--- config.mk ---
export PLATFORM = sky130hd
export DESIGN_NAME = switch_out_buffer
export DESIGN_NICKNAME = d
export VERILOG_FILES = /design/src/rtl/switch_out_buffer_pkg.sv /design/src/rtl/switch_fifo.sv /design/src/rtl/switch_out_buffer.sv
export SDC_FILE = /design/constraint.sdc
export NUM_CORES = 1
export LEC_CHECK = 0
export ABC_AREA = 1
export CAP_MARGIN = 20
export CORE_UTILIZATION = 46
export CTS_BUF_LIST = sky130_fd_sc_hd__clkbuf_8 sky130_fd_sc_hd__clkbuf_16
export DETAILED_ROUTE_END_ITERATION = 10
export PLACE_DENSITY_LB_ADDON = 0.12
export SLEW_MARGIN = 5
export SYNTH_ARGS = -nofsm -noshare
export SYNTH_HDL_FRONTEND = slang
export SYNTH_SLANG_ARGS = --single-unit
--- constraint.sdc ---
create_clock -name clk -period 2.6 [get_ports clk]
set_input_delay 0.52 -clock clk [delete_from_list [all_inputs] [get_ports clk]]
set_output_delay 0.52 -clock clk [all_outputs]
set_load 0.05 [all_outputs]
--- src/rtl/switch_out_buffer_pkg.sv ---
// Shared configuration for the switch output buffer: default widths, the
// valid-bit position inside a data word and the "port off" mux code.
package switch_out_buffer_pkg;

    localparam int         PATH_WIDTH_DEF = 32;
    localparam logic [3:0] CONF_OFF       = 4'b0000;

    // The valid flag sits directly above the payload.
    function automatic int valid_bit(input int path_width);
        return path_width;
    endfunction

    function automatic logic conf_is_on(input logic [3:0] conf);
        return conf != CONF_OFF;
    endfunction

endpackage

--- src/rtl/switch_fifo.sv ---
// Synchronous DEPTH x WIDTH FIFO with combinational head read and
// occupancy-based full/empty; writes to a full FIFO are discarded.
module switch_fifo #(
    parameter int WIDTH = 32,
    parameter int DEPTH = 2
) (
    input  logic             clk,
    input  logic             rst,
    input  logic             wr_en,
    input  logic [WIDTH-1:0] wr_data,
    input  logic             rd_en,
    output logic [WIDTH-1:0] rd_data,
    output logic             full,
    output logic             empty
);

    localparam int PTR_W = $clog2(DEPTH);
    localparam int CNT_W = $clog2(DEPTH) + 1;

    logic [WIDTH-1:0] r_mem [DEPTH];
    logic [PTR_W-1:0] r_wr_ptr;
    logic [PTR_W-1:0] r_rd_ptr;
    logic [CNT_W-1:0] r_count;
    logic             w_do_wr;
    logic             w_do_rd;

    assign full    = (r_count == CNT_W'(DEPTH));
    assign empty   = (r_count == '0);
    assign w_do_wr = wr_en && !full;
    assign w_do_rd = rd_en && !empty;
    assign rd_data = r_mem[r_rd_ptr];

    // Storage carries no reset; occupancy alone decides what is valid.
    always_ff @(posedge clk) begin
        if (w_do_wr) begin
            r_mem[r_wr_ptr] <= wr_data;
        end
    end

    always_ff @(posedge clk or posedge rst) begin
        if (rst) begin
            r_wr_ptr <= '0;
            r_rd_ptr <= '0;
            r_count  <= '0;
        end else begin
            if (w_do_wr) begin
                r_wr_ptr <= r_wr_ptr + PTR_W'(1);
            end
            if (w_do_rd) begin
                r_rd_ptr <= r_rd_ptr + PTR_W'(1);
            end
            if (w_do_wr && !w_do_rd) begin
                r_count <= r_count + CNT_W'(1);
            end else if (w_do_rd && !w_do_wr) begin
                r_count <= r_count - CNT_W'(1);
            end
        end
    end

endmodule

--- src/rtl/switch_out_buffer.sv ---
// Credit-flow-controlled elastic buffer behind one switch output mux:
// buffers mux words, forwards them while downstream credits remain.
module switch_out_buffer
    import switch_out_buffer_pkg::*;
#(
    parameter int PATH_WIDTH = PATH_WIDTH_DEF,
    parameter int DEPTH      = 2,
    parameter int CREDITS    = 2
) (
    input  logic                clk,
    input  logic                rst,
    input  logic [3:0]          conf,
    input  logic [PATH_WIDTH:0] d_in,
    input  logic                credit_in,
    output logic [PATH_WIDTH:0] d_out,
    output logic                credit_out,
    output logic                ovf_err,
    output logic                crd_err
);

    localparam int VB    = valid_bit(PATH_WIDTH);
    localparam int CRD_W = $clog2(CREDITS) + 1;

    logic [CRD_W-1:0]      r_credit_cnt;
    logic [PATH_WIDTH-1:0] r_out_data;
    logic                  r_out_valid;
    logic                  r_credit_out;
    logic                  r_ovf_err;
    logic                  r_crd_err;

    logic                  w_in_valid;
    logic                  w_full;
    logic                  w_empty;
    logic                  w_wr_en;
    logic                  w_rd_en;
    logic                  w_have_credit;
    logic [PATH_WIDTH-1:0] w_head;

    assign w_in_valid    = d_in[VB] && conf_is_on(conf);
    // A full FIFO rejects the word even if the head leaves on the same edge.
    assign w_wr_en       = w_in_valid && !w_full;
    // A credit arriving this cycle can be spent on this cycle's forward.
    assign w_have_credit = (r_credit_cnt != '0) || credit_in;
    assign w_rd_en       = !w_empty && w_have_credit;

    switch_fifo #(
        .WIDTH (PATH_WIDTH),
        .DEPTH (DEPTH)
    ) u_fifo (
        .clk     (clk),
        .rst     (rst),
        .wr_en   (w_wr_en),
        .wr_data (d_in[PATH_WIDTH-1:0]),
        .rd_en   (w_rd_en),
        .rd_data (w_head),
        .full    (w_full),
        .empty   (w_empty)
    );

    always_ff @(posedge clk or posedge rst) begin
        if (rst) begin
            r_credit_cnt <= CRD_W'(CREDITS);
            r_crd_err    <= 1'b0;
        end else if (credit_in && !w_rd_en) begin
            if (r_credit_cnt == CRD_W'(CREDITS)) begin
                r_crd_err <= 1'b1;
            end else begin
                r_credit_cnt <= r_credit_cnt + CRD_W'(1);
            end
        end else if (w_rd_en && !credit_in) begin
            r_credit_cnt <= r_credit_cnt - CRD_W'(1);
        end
    end

    always_ff @(posedge clk or posedge rst) begin
        if (rst) begin
            r_out_data   <= '0;
            r_out_valid  <= 1'b0;
            r_credit_out <= 1'b0;
        end else begin
            r_out_valid  <= w_rd_en;
            r_credit_out <= w_rd_en;
            if (w_rd_en) begin
                r_out_data <= w_head;
            end
        end
    end

    always_ff @(posedge clk or posedge rst) begin
        if (rst) begin
            r_ovf_err <= 1'b0;
        end else if (w_in_valid && w_full) begin
            r_ovf_err <= 1'b1;
        end
    end

    assign d_out      = {r_out_valid, r_out_data};
    assign credit_out = r_credit_out;
    assign ovf_err    = r_ovf_err;
    assign crd_err    = r_crd_err;

endmodule

**Word-level counts from Yosys, hierarchy flattened**

Memories as Yosys holds them, arrays and structs flattened. A register that Yosys moved wholly into a read port is not among the register bits.
Cells that the tools add are included.

- RAM bits: 64
- Bits in latches: 0
- Memories kept: 1
- Memory bits (read-only): 0
- Input bits: 40
- Register bits: 9

Memories:

| name | words | bits a word | rd ports | clocked after memory_dff | write ports | line | text |
|---|---|---|---|---|---|---|---|
| u_fifo.r_mem | 2 | 32 | 1 | 1 | 1 | switch_fifo.sv:20 | `logic [WIDTH-1:0] r_mem [DEPTH];` |

- Eq/ne operators: 3
- Reduce and logical (&&, ||, !) cells: 24
- Order comparisons: 0
- $mul: 0
- Multiplexer cells: 7
- Add/subtract/negate cells: 6
- Div/mod/pow operators: 0
- Bitwise operators: 0
- Shifts and indexed selects: 0

Operator list:

| operator | number |
|---|---|
| logical AND 1 bit | 10 |
| 2-to-1 mux 2 bit | 5 |
| zero test 1 bit | 6 |
| nonzero test 2 bit | 3 |
| adder 2 x 1 -> 2 bit, second input constant | 2 |
| equality test 2 bit, second input constant | 2 |
| AND reduction 2 bit | 2 |
| nonzero test 4 bit | 1 |
| subtractor 2 x 1 -> 2 bit, second input constant | 2 |
| adder 1 bit, second input constant | 2 |
| zero test 2 bit | 1 |
| 2-to-1 mux 1 bit | 2 |
| inequality test 2 bit, second input constant | 1 |
| logical OR 1 bit | 1 |

**Longest topological paths before layout**

- Depth in word-level cells: 8
- Gate-level depth with buffers: 10
- Mapped depth without buffers: 9

**Cells and area by module**

Synthesis repeated with hierarchy kept, for this count alone.

- Cells, all modules: 373
- Area total of the unflattened synthesis: 4117.7 um^2

Modules (own cells, without submodules):

| module | cells an instance | area each (um^2) | times used |
|---|---|---|---|
| switch_fifo | 200 | 2562.5 | 1 |
| switch_out_buffer | 173 | 1555.2 | 1 |

**Worst setup path before layout**

No wires, ideal clock.

- Path kind: input-to-reg
- Start point: in conf[3]
- End point: mem u_fifo.r_mem[1][0], enable pin
- Data arrival time: 2.105 ns
- Path buffers: 0
- Stages: 4
- Data required time: 2.179 ns
- Slack: 0.074 ns
- Path through: nor2_1 > nand2_1 > nand3_1 > nor2_1

- Longest elaborated chain between the ends: 6

RTL lines:

| element | line | text |
|---|---|---|
| start, declared | switch_out_buffer.sv:12 | `input logic [3:0] conf,` |
| nonzero test 4 bit | switch_out_buffer_pkg.sv:14 | `return conf != CONF_OFF;` |
| logical AND 1 bit | switch_out_buffer.sv:39 | `assign w_in_valid = d_in[VB] && conf_is_on(conf);` |
| logical AND 1 bit | switch_out_buffer.sv:41 | `assign w_wr_en = w_in_valid && !w_full;` |
| logical AND 1 bit | switch_fifo.sv:29 | `assign w_do_wr = wr_en && !full;` |
| 2-to-1 mux 1 bit | switch_fifo.sv:35 | `if (w_do_wr) begin` |
| 2-to-1 mux 1 bit (not written as such) | switch_fifo.sv:36 | `r_mem[r_wr_ptr] <= wr_data;` |
| end, declared | switch_fifo.sv:20 |  |

Every way passes these cells.

**Worst setup path in the final report**

- Start point: reg r_out_data[19] (read register of u_fifo.r_mem)
- End point: out d_out[19]

RTL lines:

| element | line | text |
|---|---|---|
| start, declared | switch_out_buffer.sv:25 | `logic [PATH_WIDTH-1:0] r_out_data;` |
| end, declared | switch_out_buffer.sv:15 | `output logic [PATH_WIDTH:0] d_out,` |

No word-level cell between the ends.

==> flow_summary.toml <==
[status]
status = "finished, final reports clean"

[synth]
ys_seq_elements = 105
yosysSeqAreaShare_pct = 74.14
synth_commonest_cells = "edfxtp_1 (64), dfrtp_1 (40), nand2_1 (38)"
netlist_instances = 297
synth_top_area_share_pct = 48.32
yosys.area.top_type = "edfxtp_1"
synth-edff-count = 64
synth_ff_type = "edfxtp_1"
async_flop_share_pct = 39.05
synthDistinctLibCells = 26
avgSynthCellArea_sq_um = 13.39
synth.cell_area_sq_um = 3978
ys_warn_count = 0
synth_area_leaders = "edfxtp_1 (48%), dfrtp_1 (25%), or2_2 (5.0%)"
synth_most_common_cell = "edfxtp_1"
synth.net_count = 338

[placed_design]
routabilityCongestion = 0.7126
hpwl_mm = 4.146
place_area_sq_um = 4865
port_buffers = 75
placed_cells = 470

[global_routing]
grt_pass1_vias = 2218
met1_usage_pct = 21.93
grt_pass1_wl_mm = 10.98
use_met3_pct = 3.704
grt_use_met2_pct = 26.20
grt_remaining_overflow = 0
grt_usage_pct = 16.65
grt_max_degree = 50
grt_antenna_before_repair = 0
grt-busiest-layer = "met2"

[timing]
setup_violations = 0
period_minus_slack_ps = 2072
worst_clock_skew_ps = 13.69
slew_headroom_pct = 64.66
period_share_pct = 79.71
fin_tns_setup_ps = 0
worst_slew_pin_slew_ps = 528.5
rsz0062_at_grt = "false"
final_hold_viol_count = 0
max_freq_mhz = 482.5
finalMaxSlewViolations = 0

[die]
die_h_microns = 94.99
die_w_microns = 94.99
core_area_sq_um = 8299
ios = 76
row_count = 33
initial_utilization_pct = 47.93
die_area_sq_um = 9023

[critical_path]
crit_family = "buffers and inverters"
path_cells = "clkdlybuf4s50_1"
required_ps = 2080
worst_path_largest_cell_delay_ps = 810
cp_max_fo = 2
endpoint_kind = "primary output"
cp.arrival_ps = 1550
cp_slowest_cell = "clkdlybuf4s50_1"
path_buf_inv = 1
rr_startpoint = "u_fifo.r_rd_ptr"
critPathLaunch = "r_out_data[19]"
cp-start-kind = "flip-flop"
crit_type = "reg -> out"

[route]
drcViolationCount = 0
dr.pass1.iters = 4
ant_nets = 0
drtIter0Drc = 92
vias = 2371
wirelength_mm = 6.828
drt-vias-per-instance = 4.879
routedWlPerCell_microns = 14.05

[clock_tree]
cts_setup_buffers = 0
cts_root_buffer = "clkbuf_8"
cts_hold_buf = 0
clk_path_buf_depth = 2
path_clk_slew_ps = 100
cts_buffers = 9
cts-resized-gates = 0
cts_tree = "yes"
cts_htree_levels = 3
clock_latency_ps = 350
cts_sinks = 105

[cells_and_area]
final_cells = 486
utilization_pct = 61.45
diodes = 0
drive_above_1_share_pct = 20.47
synthToLayoutAreaGrowth_pct = 28.22
postLayoutCellArea_sq_um = 5100
nets = 417

[pwr]
p_leak_uw = 0.001933
peakVddDrop_v = 0.0006971
p_per_area_nw_per_um2 = 1351

[flow_run]
max_cap_viol_count = 0

[hold_path]
hold_class = "in -> async"
-- registers in the layout, summed over array words and instances, names as in the netlist --
signal / flops
u_fifo.r_mem: 64
r_out_data: 32
r_credit_cnt: 2
u_fifo.r_count: 2
crd_err: 1
credit_out: 1
ovf_err: 1
u_fifo.r_rd_ptr: 1
u_fifo.r_wr_ptr: 1
-- per-stage QoR --
step / total power (uW) / setup WS, ps / hold WS, ps
final: 6887 / 527.5 / 390.0
after global routing: 7302 / 472.6 / 377.8
after CTS: 6976 / 491.2 / 371.1
after detailed placement: 5813 / 528.5 / 460.9
after global placement: 5751 / 557.3 / 456.2
after floorplan: 4875 / 73.80 / 441.9
-- layout by cell type, fill, tap and decap left out --
cell type,count
clkdlybuf4s50_1,75
edfxtp_1,64
dfrtp_1,40
nand2_1,38
o21ai_0,36
or2_2,32
o21ai_1,20
inv_1,11
nand2_2,10
clkbuf_8,9
o21ai_2,8
nand3_1,6
inv_2,4
buf_4,4
nor2_1,3
bufinv_16,3
buf_12,3
nand4_1,2
xor2_1,2
o21bai_1,2
nand3_2,1
nor3_1,1
a21oi_1,1
xnor2_1,1
nor2_4,1
ha_1,1
clkinv_2,1
inv_6,1
dfstp_2,1
-- report_power, final --
group / internal (uW) / leakage (uW) / switching, uW
Clock: 635 / 0.000126 / 517
Sequential: 2370 / 0.00108 / 243
Combinational: 1070 / 0.000730 / 2050
-- metal layers --
| metal | vias up | share of wire (%) |
|---|---|---|
| li1 | 1184 | - |
| met1 | 1137 | 45 |
| met2 | 48 | 51 |
| met3 | 2 | 3.8 |
| met4 | 0 | 0.53 |
| met5 | - | 0 |
-- worst paths after layout --
| path | to | slack (ps) | cells after the start |
|---|---|---|---|
| setup / recovery | d_out[19] | 530 | 1 |
| setup reg to reg | r_out_data[20] | 950 | 5 |
| min in group clk | crd_err | 480 | 1 |
| max in group asynchronous | r_credit_cnt[1] | 1700 | 3 |
| hold reg to reg | crd_err | 480 | 1 |
| hold / removal | r_out_data[25] | 390 | 2 |
-- cell families after synthesis --
group / Yosys count / share of synthesized area [%]
buf+inv: 27 / 3.554
fa+ha+maj: 1 / 0.3145
flops: 105 / 74.14
simple gates: 94 / 12.02
xor+xnor: 3 / 0.6607
compound gates: 67 / 9.311
-- layout make-up --
class / count / area [sq um]
clock buffer: 9 / 123.9
clock inverter: 7 / 111.4
fill: 651 / 3199
inverter: 13 / 48.80
multi-input combinational: 165 / 894.6
sequential: 105 / 2949
tap: 105 / 131.4
timing repair buffer: 82 / 840.8
(Power assumes the default switching activity.)
